**src/rtl/prefix_adder_pkg.sv**
```systemverilog
// Shared types and elaboration-time helpers for the pipelined prefix adder.
package prefix_adder_pkg;

   // Propagate/generate pair carried through the prefix network.
   typedef struct packed {
      logic p;
      logic g;
   } pg_t;

   // Number of Ladner-Fischer levels for an n-bit operand (log2 of n).
   function automatic int unsigned lf_levels(input int unsigned n);
      int unsigned l;
      l = 32'd0;
      for (int unsigned i = 32'd0; i < 32'd31; i++) begin
         if ((32'd1 << i) < n) begin
            l = i + 32'd1;
         end else begin
            l = l;
         end
      end
      return l;
   endfunction

   // Width must be a power of two and at least 4.
   function automatic bit n_is_valid(input int unsigned n);
      return (n >= 32'd4) && ((n & (n - 32'd1)) == 32'd0);
   endfunction

   // Levels per rank, clamped into 1..L.
   function automatic int unsigned k_eff(input int unsigned n, input int unsigned k);
      int unsigned l;
      l = lf_levels(n);
      if (k < 32'd1) begin
         return 32'd1;
      end else if (k > l) begin
         return l;
      end else begin
         return k;
      end
   endfunction

   // Input-to-output latency: one rank per K levels plus the result rank.
   function automatic int unsigned lat(input int unsigned n, input int unsigned k);
      int unsigned l;
      int unsigned ke;
      l  = lf_levels(n);
      ke = k_eff(n, k);
      return ((l + ke - 32'd1) / ke) + 32'd1;
   endfunction

   // Index of the last prefix level feeding rank r (0-based rank index).
   function automatic int unsigned rank_src(input int unsigned r, input int unsigned ke,
                                            input int unsigned l);
      int unsigned last;
      last = (r + 32'd1) * ke;
      if (last < l) begin
         return last - 32'd1;
      end else begin
         return l - 32'd1;
      end
   endfunction

endpackage

```
**src/rtl/pg_cell.sv**
```systemverilog
// Black cell of the prefix network: merges a high group with the adjacent lower group.
module pg_cell
   import prefix_adder_pkg::*;
(
   input  pg_t hi,
   input  pg_t lo,
   output pg_t pg_out
);

   assign pg_out.g = hi.g | (hi.p & lo.g);
   assign pg_out.p = hi.p & lo.p;

endmodule

```
**src/rtl/prefix_level.sv**
```systemverilog
// One combinational Ladner-Fischer row. At level LEVEL every bit whose LEVEL-th index
// bit is set merges with the top bit of the preceding 2**LEVEL block; others pass through.
module prefix_level
   import prefix_adder_pkg::*;
#(
   parameter int unsigned N     = 32,
   parameter int unsigned LEVEL = 0
) (
   input  pg_t [N-1:0] pg_in,
   output pg_t [N-1:0] pg_out
);

   for (genvar i = 0; i < N; i++) begin : g_bit
      if (((i >> LEVEL) & 1) == 1) begin : g_black
         localparam int J = ((i >> LEVEL) << LEVEL) - 1;
         pg_cell u_cell (
            .hi     (pg_in[i]),
            .lo     (pg_in[J]),
            .pg_out (pg_out[i])
         );
      end else begin : g_pass
         assign pg_out[i] = pg_in[i];
      end
   end

endmodule

```
**src/rtl/prefix_adder_pipe.sv**
```systemverilog
// Pipelined Ladner-Fischer adder/subtractor with valid/ready on both sides.
// The carry-in is kept out of the prefix tree and applied in the final rank
// (carry into bit i+1 = G[i] | P[i] & cin), which equals treating it as a
// generate at position -1.
module prefix_adder_pipe
   import prefix_adder_pkg::*;
#(
   parameter int unsigned N = 32,
   parameter int unsigned K = 2
) (
   input  logic         clk,
   input  logic         rst_n,
   input  logic         in_valid,
   output logic         in_ready,
   input  logic [N-1:0] a,
   input  logic [N-1:0] b,
   input  logic         c_in,
   input  logic         op_sub,
   output logic         out_valid,
   input  logic         out_ready,
   output logic [N-1:0] sum,
   output logic         c_out,
   output logic         ovf,
   output logic         zero,
   output logic         busy
);

   localparam int unsigned L   = lf_levels(N);
   localparam int unsigned KE  = k_eff(N, K);
   localparam int unsigned LAT = lat(N, K);
   localparam int unsigned R   = LAT - 32'd1;

   if (!n_is_valid(N)) begin : g_bad_n
      $error("prefix_adder_pipe: N must be a power of two and at least 4");
   end

   logic [N-1:0] bb_s;
   logic         cin_eff_s;
   pg_t  [N-1:0] pg0_s;
   pg_t  [N-1:0] lvl_in_s  [L];
   pg_t  [N-1:0] lvl_out_s [L];
   pg_t  [N-1:0] rank_pg_r [R];
   logic [N-1:0] rank_hs_r [R];
   logic         rank_cin_r [R];
   logic [N-1:0] rank_hs_in_s [R];
   logic         rank_cin_in_s [R];
   logic [LAT-1:0] v_r;
   logic [LAT-1:0] adv_s;
   logic [LAT-1:0] load_s;
   logic         in_ready_s;
   logic [N-1:0] fin_p_s;
   logic [N-1:0] fin_g_s;
   logic [N:0]   cy_s;
   logic [N-1:0] sum_s;
   logic         c_out_s;
   logic         ovf_s;
   logic         zero_s;
   logic [N-1:0] sum_r;
   logic         c_out_r;
   logic         ovf_r;
   logic         zero_r;

   // Operand prep: subtraction is a + ~b + ~borrow_in.
   always_comb begin
      if (op_sub) begin
         bb_s      = ~b;
         cin_eff_s = ~c_in;
      end else begin
         bb_s      = b;
         cin_eff_s = c_in;
      end
   end

   for (genvar i = 0; i < N; i++) begin : g_bit_pg
      assign pg0_s[i].p = a[i] | bb_s[i];
      assign pg0_s[i].g = a[i] & bb_s[i];
   end

   // Prefix rows; a row that starts a new rank reads that rank's register.
   for (genvar l = 0; l < L; l++) begin : g_lvl
      if (l == 0) begin : g_from_prep
         assign lvl_in_s[l] = pg0_s;
      end else if ((l % KE) == 0) begin : g_from_rank
         assign lvl_in_s[l] = rank_pg_r[(l / KE) - 1];
      end else begin : g_from_row
         assign lvl_in_s[l] = lvl_out_s[l - 1];
      end
      prefix_level #(
         .N     (N),
         .LEVEL (l)
      ) u_level (
         .pg_in  (lvl_in_s[l]),
         .pg_out (lvl_out_s[l])
      );
   end

   for (genvar r = 0; r < R; r++) begin : g_rank
      localparam int unsigned SRC = rank_src(r, KE, L);
      if (r == 0) begin : g_first
         assign rank_hs_in_s[r]  = a ^ bb_s;
         assign rank_cin_in_s[r] = cin_eff_s;
      end else begin : g_next
         assign rank_hs_in_s[r]  = rank_hs_r[r - 1];
         assign rank_cin_in_s[r] = rank_cin_r[r - 1];
      end

      // Rank register: holds partial prefix, half-sum and carry-in while the rank is occupied.
      always_ff @(posedge clk or negedge rst_n) begin
         if (!rst_n) begin
            rank_pg_r[r]  <= '0;
            rank_hs_r[r]  <= '0;
            rank_cin_r[r] <= 1'b0;
         end else if (load_s[r]) begin
            rank_pg_r[r]  <= lvl_out_s[SRC];
            rank_hs_r[r]  <= rank_hs_in_s[r];
            rank_cin_r[r] <= rank_cin_in_s[r];
         end
      end
   end

   // A rank moves on unless every rank after it is full and the output is stalled,
   // which is the unrolled form of v[j] & (~v[j+1] | advance[j+1]).
   for (genvar j = 0; j < LAT; j++) begin : g_adv
      if (j == LAT - 1) begin : g_last
         assign adv_s[j] = v_r[j] & out_ready;
      end else begin : g_mid
         assign adv_s[j] = v_r[j] & ~((&v_r[LAT-1:j+1]) & ~out_ready);
      end
   end

   assign in_ready_s = ~v_r[0] | adv_s[0];
   assign load_s     = {adv_s[LAT-2:0], in_valid & in_ready_s};

   // Valid bits: set when a rank loads, cleared when its beat moves on without replacement.
   always_ff @(posedge clk or negedge rst_n) begin
      if (!rst_n) begin
         v_r <= '0;
      end else begin
         v_r <= load_s | (v_r & ~adv_s);
      end
   end

   for (genvar i = 0; i < N; i++) begin : g_fin
      assign fin_p_s[i] = rank_pg_r[R-1][i].p;
      assign fin_g_s[i] = rank_pg_r[R-1][i].g;
   end

   // Final carries, sum and flags from the fully resolved prefix.
   always_comb begin
      cy_s    = {fin_g_s | (fin_p_s & {N{rank_cin_r[R-1]}}), rank_cin_r[R-1]};
      sum_s   = rank_hs_r[R-1] ^ cy_s[N-1:0];
      c_out_s = cy_s[N];
      ovf_s   = cy_s[N-1] ^ cy_s[N];
      zero_s  = ~|sum_s;
   end

   // Result register: loads only when the last rank takes a beat, so it holds under stall.
   always_ff @(posedge clk or negedge rst_n) begin
      if (!rst_n) begin
         sum_r   <= '0;
         c_out_r <= 1'b0;
         ovf_r   <= 1'b0;
         zero_r  <= 1'b0;
      end else if (load_s[LAT-1]) begin
         sum_r   <= sum_s;
         c_out_r <= c_out_s;
         ovf_r   <= ovf_s;
         zero_r  <= zero_s;
      end
   end

   assign in_ready  = in_ready_s;
   assign out_valid = v_r[LAT-1];
   assign busy      = |v_r;
   assign sum       = sum_r;
   assign c_out     = c_out_r;
   assign ovf       = ovf_r;
   assign zero      = zero_r;

endmodule

```
**config.mk**
```make
export PLATFORM = sky130hd
export DESIGN_NAME = prefix_adder_pipe
export DESIGN_NICKNAME = d
export VERILOG_FILES = /design/src/rtl/prefix_adder_pkg.sv /design/src/rtl/pg_cell.sv /design/src/rtl/prefix_level.sv /design/src/rtl/prefix_adder_pipe.sv
export SDC_FILE = /design/constraint.sdc
export NUM_CORES = 1
export LEC_CHECK = 0
export ABC_AREA = 0
export BUFFER_PORTS_ARGS = -buffer_cell sky130_fd_sc_hd__buf_2
export CORE_UTILIZATION = 60
export DETAILED_ROUTE_END_ITERATION = 16
export PLACE_DENSITY = 0.78
export SLEW_MARGIN = 20
export SYNTH_ARGS = -nofsm -noshare
export SYNTH_HDL_FRONTEND = slang
export SYNTH_SLANG_ARGS = --single-unit
```
**constraint.sdc**
```tcl
create_clock -name clk -period 2.7 [get_ports clk]
set_input_delay 0.135 -clock clk [delete_from_list [all_inputs] [get_ports clk]]
set_output_delay 0.135 -clock clk [all_outputs]
set_load 0.03 [all_outputs]
```
==> results of run 1 <==
cell usage in the layout (no fill, tap or decap), drive strengths merged, types with 4 or more instances in the layout:
master	netlist	layout
clkinv	0	8
ha	64	64
nand3	30	30
dlygate4sd3	0	11
nand2b	4	4
inv	83	84
a21oi	79	79
or3	8	8
o21bai	9	9
nand2	338	338
mux2	144	144
o21ai	89	89
buf	42	129
clkbuf	26	46
dfrtp	330	330
xnor2	41	41
o31ai	16	16
xor2	24	24
nor4	8	8
worst paths after layout:
check	slack (ns)	cells after the start	startpoint	end
setup / recovery	0.62	5	v_r[2]$_DFF_PN0_	lvl_in_s[176]$_DFFE_PN0P_
hold / removal	0.01	3	a[20]	lvl_in_s[168]$_DFFE_PN0P_
setup reg to reg	0.62	5	v_r[2]$_DFF_PN0_	lvl_in_s[176]$_DFFE_PN0P_
hold reg to reg	0.46	2	rank_cin_in_s[1]$_DFFE_PN0P_	rank_cin_in_s[0]$_DFFE_PN0P_
max in group asynchronous	1.74	3	rst_n	sum[15]$_DFFE_PN0P_
min in group asynchronous	0.16	2	rst_n	lvl_in_s[166]$_DFFE_PN0P_
metal layers:
metal / up-vias / part of all wire [%]
met5: - / 0
li1: 4672 / -
met2: 255 / 45
met4: 0 / 1.7
met3: 45 / 4.7
met1: 4849 / 49
layout make-up:
| cell class | instances | area (µm²) |
|---|---|---|
| inverter | 83 | 311.5 |
| clock inverter | 10 | 78.83 |
| sequential | 330 | 8258 |
| tap | 319 | 399.1 |
| timing repair buffer | 140 | 945.9 |
| multi-input combinational | 872 | 5709 |
| fill | 1734 | 7088 |
| clock buffer | 46 | 892.1 |
per-stage QoR:
| stage | hold slack, ns | cell area, µm² | cells | util, % |
|---|---|---|---|---|
| floorplan | -0.1606 | 14640 | 1353 | - |
| global placement | 0.1706 | 15510 | 1733 | 65.51 |
| detailed placement | 0.1609 | 15510 | 1733 | 65.51 |
| CTS | 0.001370 | 16590 | 1800 | 70.07 |
| global route | 0.03360 | 16590 | 1800 | 70.07 |
| finish | 0.01323 | 16590 | 1800 | 70.07 |
power by group:
group / total [mW] / internal [mW] / switching [mW]
Sequential: 7.36 / 6.36 / 1.00
Combinational: 4.40 / 1.83 / 2.57
Clock: 4.14 / 2.37 / 1.77
Total: 15.9 / 10.6 / 5.34
what timing repair did:
item                      in CTS  in global routing
hold endpoints to repair      87                  0
hold buffers                  11                  0
setup buffers                  0                  0
state kept, by name (all words and copies together), names as in the netlist:
register	count
v_r	4
fin_g_s	32
rank_hs_in_s	64
fin_p_s	32
rank_cin_in_s	2
cy_s	1
zero	1
sum	32
rank_hs_r	32
ovf	1
lvl_in_s	128
c_out	1
cell families after synthesis:
family / synth area share (%)
mux: 11.08
compound gates: 7.350
xor+xnor: 3.889
fa+ha+maj: 5.470
buf+inv: 4.743
simple gates: 11.07
flops: 56.41
worst max-delay path, cell delays in order, from the launching register on:
cell and delay [ns]:
dfrtp_1 0.42, nand4b_1 0.25, or2_4 0.33, nand2_4 0.22, buf_4 0.35, mux2_2 0.38
==> summary.md, run 1 <==
| Metric | Value |
|---|---|
| DR WL/cell | ~17 µm |
| Hold Crit Class | in -> reg |
| Vias in the first global route | between 9,000 and 10,000 |
| Synth top area cells | dfrtp_1 (56%), mux2_2 (11%), nand2_1 (8.6%) |
| Final Hold Viols | 0 |
| Final wirelength | approximately 31,000 µm |
| Commonest cells in the netlist | nand2_1 (337), dfrtp_1 (330), mux2_2 (144) |
| RD Place Congestion | about 0.82 |
| Synth Instances | between 1,000 and 1,500 |
| Main synth FF type | dfrtp_1 |
| Worst skew pair latency | 0.56 ns |
| Reg clk slew, reported paths | 0.06 ns |
| Total gr overflow | 0 |
| Pins Over Slew Limit | 0 |
| Worst Path Required | 3.12 ns |
| Area leader, netlist | dfrtp_1 |
| Avg Inst Size Synth | roughly 11 µm² |
| Post-layout worst setup margin | 0.6160 ns |
| Maxcap violations | 0 |
| Via count | 9,821 |
| Netlist cell types | 36 |
| Routing usage on met3 | roughly 2.9% |
| Setup Skew | a little over 0.02 ns |
| Largest net degree at the start of global routing | 79 |
| DRC | 0 |
| RSZ-0062 raised after global routing | no |
| Total GRT Usage | 26.20% |
| Clock buffers created by TritonCTS | 31 |
| Area growth syn-to-layout | 13.35% |
| Total power | between 15 and 20 mW |
| Critical path arrival | 2.51 ns |
| Setup TNS | 0 ns |
| Post-DP HPWL | 21,800 µm |
| Slew @ Worst Pin | 0.7746 ns |
| Met1 Track Usage GR | 40.53% |
| Initial DRT Pass Iterations | 5 |
| Bufs on Longest Clock Path | 3 |
| Type of origin of the critical path | flop |
| VDD IR-drop max | roughly 560 µV |
| Fmax | between 400 and 500 MHz |
| Syn_nets | between 1,000 and 1,500 |
| # setup viols final | 0 |
| Synth Register Bits | between 300 and 400 |
| Post-route ant nets | 0 |
| Root cell of the clock tree | clkbuf_16 |
| DIE AREA | between 20,000 and 30,000 µm² |
| # diodes | 0 |
| Outcome | complete, no violations |
| Pleak | 8.154 nW |
| Core area | roughly 24,000 µm² |
| DRT iter0 DRCs | between 700 and 800 |
| Vias per inst | 5.456 |
| Met2 Use GR | 39.85% |
| # IOs | between 100 and 150 |
| Site row count | 56 |
| Crit share post-route | between 70% and 80% |
| Register area share after synthesis | roughly 56% |
| Global routing's busiest layer | met1 |
| Post-synth EDFFs | 0 |
| Critical path class | reg -> reg |
| Initial antenna violation count | 0 |
| Post_cts resized | 0 |
| CTS tree | yes |
| I/O Buffers | about 110 |
| Relative slew slack | about half |
| Synth top area share | 56.41% |
| Max Fanout on Critical Path | 28 |
| Share of flip-flops with an asynchronous set or reset | between 90% and 100% |
| Count leader, synth | nand2_1 |
| Netlist Area Pre-Place | between 10,000 and 15,000 µm² |
| Synth warn | 0 |
| Die height | around 160 µm |
| Horiz. Die Dim | around 160 µm |
| Worst Setup End Kind | flop |
| First-pass GRT wire length | approximately 50,000 µm |
| Layout net count | 1,592 |
| Pwr dens | between 900 and 1000 nW/µm² |
| Layout cells sized above 1 | approximately 22% |
| H-tree Lvls | 1 |
| Min Tclk post-route | 2.084 ns |
| Post-Place Setup Slack | roughly 0.66 ns |
| Starting Density | 61.82% |
| Clock sink count | between 300 and 400 |
Power figures use the tool's default switching activity.
==> inputs of run 2 (changes only) <==
--- a/config.mk
+++ b/config.mk
@@ -5,7 +5,7 @@
 export SDC_FILE = /design/constraint.sdc
 export NUM_CORES = 1
 export LEC_CHECK = 0
-export ABC_AREA = 0
+export ABC_AREA = 1
 export BUFFER_PORTS_ARGS = -buffer_cell sky130_fd_sc_hd__buf_2
 export CORE_UTILIZATION = 60
 export DETAILED_ROUTE_END_ITERATION = 16
==> constraint.sdc (replaced) <==
create_clock -name clk -period 2.1 [get_ports clk]
set_input_delay 0.105 -clock clk [delete_from_list [all_inputs] [get_ports clk]]
set_output_delay 0.105 -clock clk [all_outputs]
set_load 0.03 [all_outputs]
==> summary.md, run 2 <==
| Metric | Value |
|---|---|
| Final cell count without fillers | about 2,100 |
| H-tree Lvls | 2 |
| Hold Buf Count CTS | 15 |
| RSZ-0062 raised after global routing | no |
| R2R Path End | fin_p_s[11]$_DFFE_PN0P_ |
| Synth Register Bits | 330 |
| Post-layout worst setup margin | about 0.4 ns |
| Setup Skew | between 0.01 and 0.015 ns |
| Pins Over Slew Limit | 0 |
| Fmax | 586.0 MHz |
| Reg clk slew, reported paths | ~0.06 ns |
| Clock share of power | about 30% |
| Core area | approximately 24,000 µm² |
| Worst Setup End Kind | primary output |
| Synth warn | 0 |
| Worst skew pair latency | between 0.5 and 0.6 ns |
| Synth top area share | approximately 55% |
| Setup TNS | 0 ns |
| I/O Buffers | approximately 110 |
| Post-synth EDFFs | 0 |
| Type of origin of the critical path | flop |
| Worst stage delay on the critical path | about 0.40 ns |
| P_int | between 10 and 15 mW |
| Horiz. Die Dim | between 150 and 200 µm |
| Commonest non-fill, non-tap cells in the layout | nand2_1 (608), dfrtp_1 (330), inv_1 (211) |
| Slew @ Worst Pin | approximately 0.83 ns |
| Post-route ant nets | 0 |
| RD Place Congestion | 0.8003 |
| Root cell of the clock tree | clkbuf_16 |
| Outcome | complete, no violations |
| Vias in the first global route | approximately 11,000 |
| Starting Density | about three fifths |
| Share of flip-flops with an asynchronous set or reset | 100.0% |
| Initial DRT Pass Iterations | 5 |
| Netlist cell types | 28 |
| Count leader, synth | nand2_1 |
| Sw Share | about a third |
| First-pass GRT wire length | ~55,000 µm |
| DRT iter0 DRCs | ~1,100 |
| Avg Inst Size Synth | 8.801 µm² |
| Bufs and invs on worst path | 1 |
| Start point of the critical path | v_r[2]$_DFF_PN0_ |
| DIE AREA | around 25,000 µm² |
| Psw | ~6.7 mW |
| Layout net count | just under 2,000 |
| Worst path slowest cell | dfrtp_1 |
| # setup viols final | 0 |
| R2R Path Start | v_r[2]$_DFF_PN0_ |
| Bufs on Longest Clock Path | 3 |
| Post_cts resized | 0 |
| Postcts setup bufs | 0 |
| Site row count | 57 |
| DRC | 0 |
| Placed insts | approximately 2,100 |
| Critical path class | reg -> out |
| Pleak | between 8 and 9 nW |
| Crit share post-route | roughly four fifths |
| Max Fanout on Critical Path | 4 |
| Syn_nets | roughly 1,800 |
| # diodes | 0 |
| Worst Setup EP | in_ready |
| Worst-path cell chain | nand3_2, nor2_4, nand2_1, buf_2 |
| Delay-heaviest family, CP | simple AND/OR/NAND/NOR gates |
| Combinational Power Share | between 20 and 30% |
| Maxcap violations | 0 |
| Register area share after synthesis | between 50 and 60% |
| Min Tclk post-route | roughly 1.7 ns |
| Clock buffers created by TritonCTS | 34 |
| CP Depth | 4 |
| Synth top area cells | dfrtp_1 (55%), nand2_1 (15%), o21ai_0 (6.0%) |
| Final Hold Viols | 0 |
| Worst Path Required | roughly 2 ns |
| Max reg flops | 128 |
| Clock sink count | 330 |
| Layout cells sized above 1 | 10.89% |
| R2R Setup Slk | around 0.41 ns |
| Most common cell after layout, fill and taps aside | nand2_1 |
| Die height | about 160 µm |
| Main synth FF type | dfrtp_1 |
| Hold Crit Class | in -> reg |
| Commonest cells in the netlist | nand2_1 (609), dfrtp_1 (330), inv_1 (211) |
| Largest net degree at the start of global routing | between 100 and 150 |
| Post-Place Setup Slack | about 0.42 ns |
| DR WL/cell | approximately 16 µm |
| Synth Instances | 1,691 |
| Area leader, netlist | dfrtp_1 |
| Total gr overflow | 0 |
| Netlist Area Pre-Place | between 10,000 and 15,000 µm² |
| Post-DP HPWL | between 20,000 and 25,000 µm |
| FF-to-FF path depth | 5 |
| VDD IR-drop max | ~580 µV |
| Via count | ~11,000 |
| # IOs | ~110 |
| Hold Slack | approximately 0.0011 ns |
| Total GRT Usage | 27.11% |
| Reg power frac | 44.8% |
| Pwr dens | between 1000 and 1500 nW/µm² |
| Relative slew slack | around 44% |
| Initial antenna violation count | 0 |
| Final wirelength | about 33,000 µm |
| Critical path arrival | 1.60 ns |
| Finished Core Util | 69.62% |
| Vias per inst | around 5.3 |
| Area growth syn-to-layout | 13.76% |
| CTS tree | yes |
==> run 2: power by group through the flow <==
stage               logic, mW  registers, mW  clock network [mW]
CTS                      4.99           8.79                5.94
global placement         4.70           8.84                   0
finish                   4.98           8.81                5.91
global route             5.60           8.98                6.20
detailed placement       4.89           8.89                   0
floorplan                2.90           9.23                   0
==> run 2: per-stage QoR <==
stage / total power, mW / area (µm²)
after CTS: 19.72 / 16930
after global placement: 13.54 / 15680
final: 19.70 / 16930
after floorplan: 12.13 / 14880
after global routing: 20.78 / 16930
after detailed placement: 13.78 / 15680
==> run 2: how the worst min path moves through the flow <==
| stage | startpoint | to | slack (ns) | depth (start not counted) |
|---|---|---|---|---|
| floorplan | rst_n | c_out$_DFFE_PN0P_ | -0.19 | 0 |
| global placement | rst_n | sum[25]$_DFFE_PN0P_ | 0.10 | 1 |
| detailed placement | rst_n | sum[25]$_DFFE_PN0P_ | 0.1 | 1 |
| CTS | a[22] | rank_hs_in_s[54]$_DFFE_PN0P_ | 0.002 | 5 |
| global route | a[12] | rank_hs_in_s[44]$_DFFE_PN0P_ | 0.02 | 5 |
| finish | a[25] | rank_hs_in_s[57]$_DFFE_PN0P_ | 0.001 | 5 |
==> run 2: area by class of cell <==
class	instances	area, µm²
Inverter	215	807.0
Clock buffer	53	1066
Tap cell	324	405.4
Sequential cell	330	8258
Clock inverter	5	36.28
Timing Repair Buffer	143	965.9
Fill cell	1891	7388
Multi-Input combinational cell	1072	5393
==> run 2: worst min-delay path: stages <==
cell and delay (ns):
buf_2 0.11, inv_1 0.05, ha_1 0.12, nand2_1 0.05, nand2_1 0.05
==> run 2: per-layer routing <==
| metal | wire length, µm | vias up | track usage [%] | part of all wire [%] |
|---|---|---|---|---|
| met1 | 16410 | 5373 | 43.90 | 49 |
| met3 | 2466 | 37 | 4.194 | 7.4 |
| met4 | 499 | 0 | 6.206 | 1.5 |
| met5 | 0 | - | 0 | 0 |
| met2 | 14060 | 420 | 38.31 | 42 |
| li1 | - | 5518 | - | - |
==> run 2: logic make-up after synthesis <==
kind of cell	after synthesis	share of synthesized area, %
adders and majority gates	64	5.380
AOI/OAI and AO/OA	282	10.56
and+or+nand+nor	692	18.24
DFF	330	55.49
xor gates and xnor gates	34	2.001
buffers and inverters	289	8.331
==> inputs of run 3 (changes only) <==
--- a/config.mk
+++ b/config.mk
@@ -5,11 +5,11 @@
 export SDC_FILE = /design/constraint.sdc
 export NUM_CORES = 1
 export LEC_CHECK = 0
-export ABC_AREA = 1
+export ABC_AREA = 0
 export BUFFER_PORTS_ARGS = -buffer_cell sky130_fd_sc_hd__buf_2
-export CORE_UTILIZATION = 60
+export CORE_UTILIZATION = 54
 export DETAILED_ROUTE_END_ITERATION = 16
-export PLACE_DENSITY = 0.78
+export PLACE_DENSITY = 0.75
 export SLEW_MARGIN = 20
 export SYNTH_ARGS = -nofsm -noshare
 export SYNTH_HDL_FRONTEND = slang
==> constraint.sdc (replaced) <==
create_clock -name clk -period 1.55 [get_ports clk]
set_input_delay 0.0775 -clock clk [delete_from_list [all_inputs] [get_ports clk]]
set_output_delay 0.0775 -clock clk [all_outputs]
set_load 0.03 [all_outputs]
==> summary.md, run 3 (synthesis gave the netlist of run 1 again) <==
| Metric | Value |
|---|---|
| FF-to-FF path depth | 7 |
| Layout cells sized above 1 | 36.21% |
| Via count | approximately 11,000 |
| I/O Buffers | 107 |
| Slew @ Worst Pin | around 0.63 ns |
| Worst-path cell chain | buf_6, or4_4, buf_6 |
| Finished Core Util | 74.43% |
| Min-delay src | b[23] |
| Min Tclk post-route | 1.830 ns |
| Reg clk slew, reported paths | around 0.07 ns |
| DRC | 0 |
| Post-route ant nets | 0 |
| Outcome | finished with violations |
| Worst Setup End Kind | primary output |
| Clock sink count | 330 |
| Initial DRT Pass Iterations | 6 |
| Fillers | about 1,600 |
| Horiz. Die Dim | between 150 and 200 µm |
| Final Hold Viols | 0 |
| # IOs | between 100 and 150 |
| Bufs and invs on worst path | 2 |
| H-tree Lvls | 1 |
| VDD IR-drop max | between 800 and 900 µV |
| Crit share post-route | 118.1% |
| R2R Setup Slk | -0.19 ns |
| First-pass GRT wire length | between 60,000 and 70,000 µm |
| Worst hold path depth | 5 |
| Largest net degree at the start of global routing | 58 |
| # diodes | 0 |
| Initial antenna violation count | 0 |
| Critical path class | reg -> out |
| Pwr dens | approximately 1600 nW/µm² |
| Critical path arrival | approximately 1.8 ns |
| Core area | about 26,000 µm² |
| Die height | ~170 µm |
| Vias in the first global route | between 10,000 and 15,000 |
| Root cell of the clock tree | clkbuf_16 |
| Post-layout worst setup margin | -0.2802 ns |
| Relative slew slack | 57.77% |
| Total GRT Usage | 27.94% |
| R2R Path Start | v_r[3]$_DFF_PN0_ |
| CP Depth | 3 |
| Most common cell after layout, fill and taps aside | dfrtp_1 |
| Bufs on Longest Clock Path | 3 |
| Worst skew pair latency | approximately 0.56 ns |
| Worst stage delay on the critical path | ~0.52 ns |
| Total gr overflow | 0 |
| DR WL/cell | 20.91 µm |
| Site row count | around 60 |
| Worst path slowest cell | or4_4 |
| Setup Skew | roughly 0.018 ns |
| Commonest non-fill, non-tap cells in the layout | dfrtp_1 (329), nand2_1 (273), buf_2 (104) |
| Pins Over Slew Limit | 0 |
| Max Fanout on Critical Path | 2 |
| Layout net count | around 1,800 |
| Final wirelength | slightly above 40,000 µm |
| CP most frequent cell | buf_6 |
| Type of origin of the critical path | flop |
| Pleak | around 9.8 nW |
| Vias per inst | between 5 and 6 |
| Starting Density | between 50 and 60% |
| Failing checks | negative setup slack |
| Worst Path Required | about 1.5 ns |
| Maxcap violations | 0 |
| # setup viols final | around 190 |
| R2R Path End | rank_hs_r[13]$_DFFE_PN0P_ |
| Setup TNS | -18.24 ns |
| DRT iter0 DRCs | between 800 and 900 |
| Hold Path End | rank_hs_in_s[55]$_DFFE_PN0P_ |
| Max reg flops | around 130 |
| DIE AREA | 27,770 µm² |
| Post-Place Setup Slack | -0.1416 ns |
| Delay-heaviest family, CP | simple AND/OR/NAND/NOR gates |
| Area growth syn-to-layout | 33.99% |
| Hold Crit Class | in -> reg |
| Post-DP HPWL | 23,850 µm |
| CTS tree | yes |
| RSZ-0062 raised after global routing | yes |
| RD Place Congestion | 0.8070 |
| Hold Slack | between 0.003 and 0.004 ns |
| Clock buffers created by TritonCTS | 31 |
| Fmax | about 550 MHz |
run 3: what timing repair did:
| action | in CTS | in global routing |
|---|---|---|
| hold buffers | 41 | 0 |
| setup endpoints to repair | 75 | 298 |
| resized for setup | 168 | 192 |
| setup buffers | 25 | 11 |
| gates cloned | 11 | 18 |
| pin swaps | 23 | 29 |
| hold endpoints to repair | 393 | 0 |
run 3: routing by layer:
metal / global-route usage, % / vias to the layer above / wire length (µm)
li1: - / 5016 / -
met1: 39.85 / 5631 / 17580
met2: 43.73 / 499 / 19520
met3: 5.252 / 94 / 3052
met4: 8.293 / 0 / 1210
met5: 0 / - / 0
run 3: layout make-up:
class                      instances  area, µm²  share of cell area [%]
tap                              335      419.2                   2.137
sequential                       330       8259                   42.10
clock inverter                    13      123.9                  0.6315
inverter                          83      311.5                   1.588
clock buffer                      41      843.3                   4.299
timing repair buffer             301       2984                   15.21
multi-input combinational        875       6675                   34.03
run 3: metrics by stage:
stage	total power, mW	instance area [µm²]	instances
3_3_place_gp	21.36	16280	1832
6_report	31.31	19620	1978
2_1_floorplan	17.74	14660	1353
5_1_grt	32.59	19620	1978
3_5_place_dp	21.72	16280	1832
4_1_cts	29.97	18750	1962
run 3: report_power, final:
part	switching [mW]	leakage [nW]	internal, mW
Sequential	2.07	4.10	11.1
Combinational	5.54	5.17	5.22
Clock	3.26	0.476	4.14
run 3: how the worst max path moves through the flow:
stage	start	to	slack, ns
6_report	v_r[3]$_DFF_PN0_	busy	-0.28
5_1_grt	v_r[3]$_DFF_PN0_	busy	-0.31
4_1_cts	v_r[0]$_DFF_PN0_	busy	-0.26
3_5_place_dp	op_sub	lvl_in_s[174]$_DFFE_PN0P_	-0.14
3_3_place_gp	cy_s[0]$_DFFE_PN0P_	zero$_DFFE_PN0P_	-0.1
2_1_floorplan	v_r[3]$_DFF_PN0_	lvl_in_s[128]$_DFFE_PN0P_	-0.21
run 3: worst min-delay path, stage by stage:
cell and delay (ns):
buf_2 0.08, xor2_1 0.07, inv_1 0.05, ha_1 0.12, mux2_4 0.14
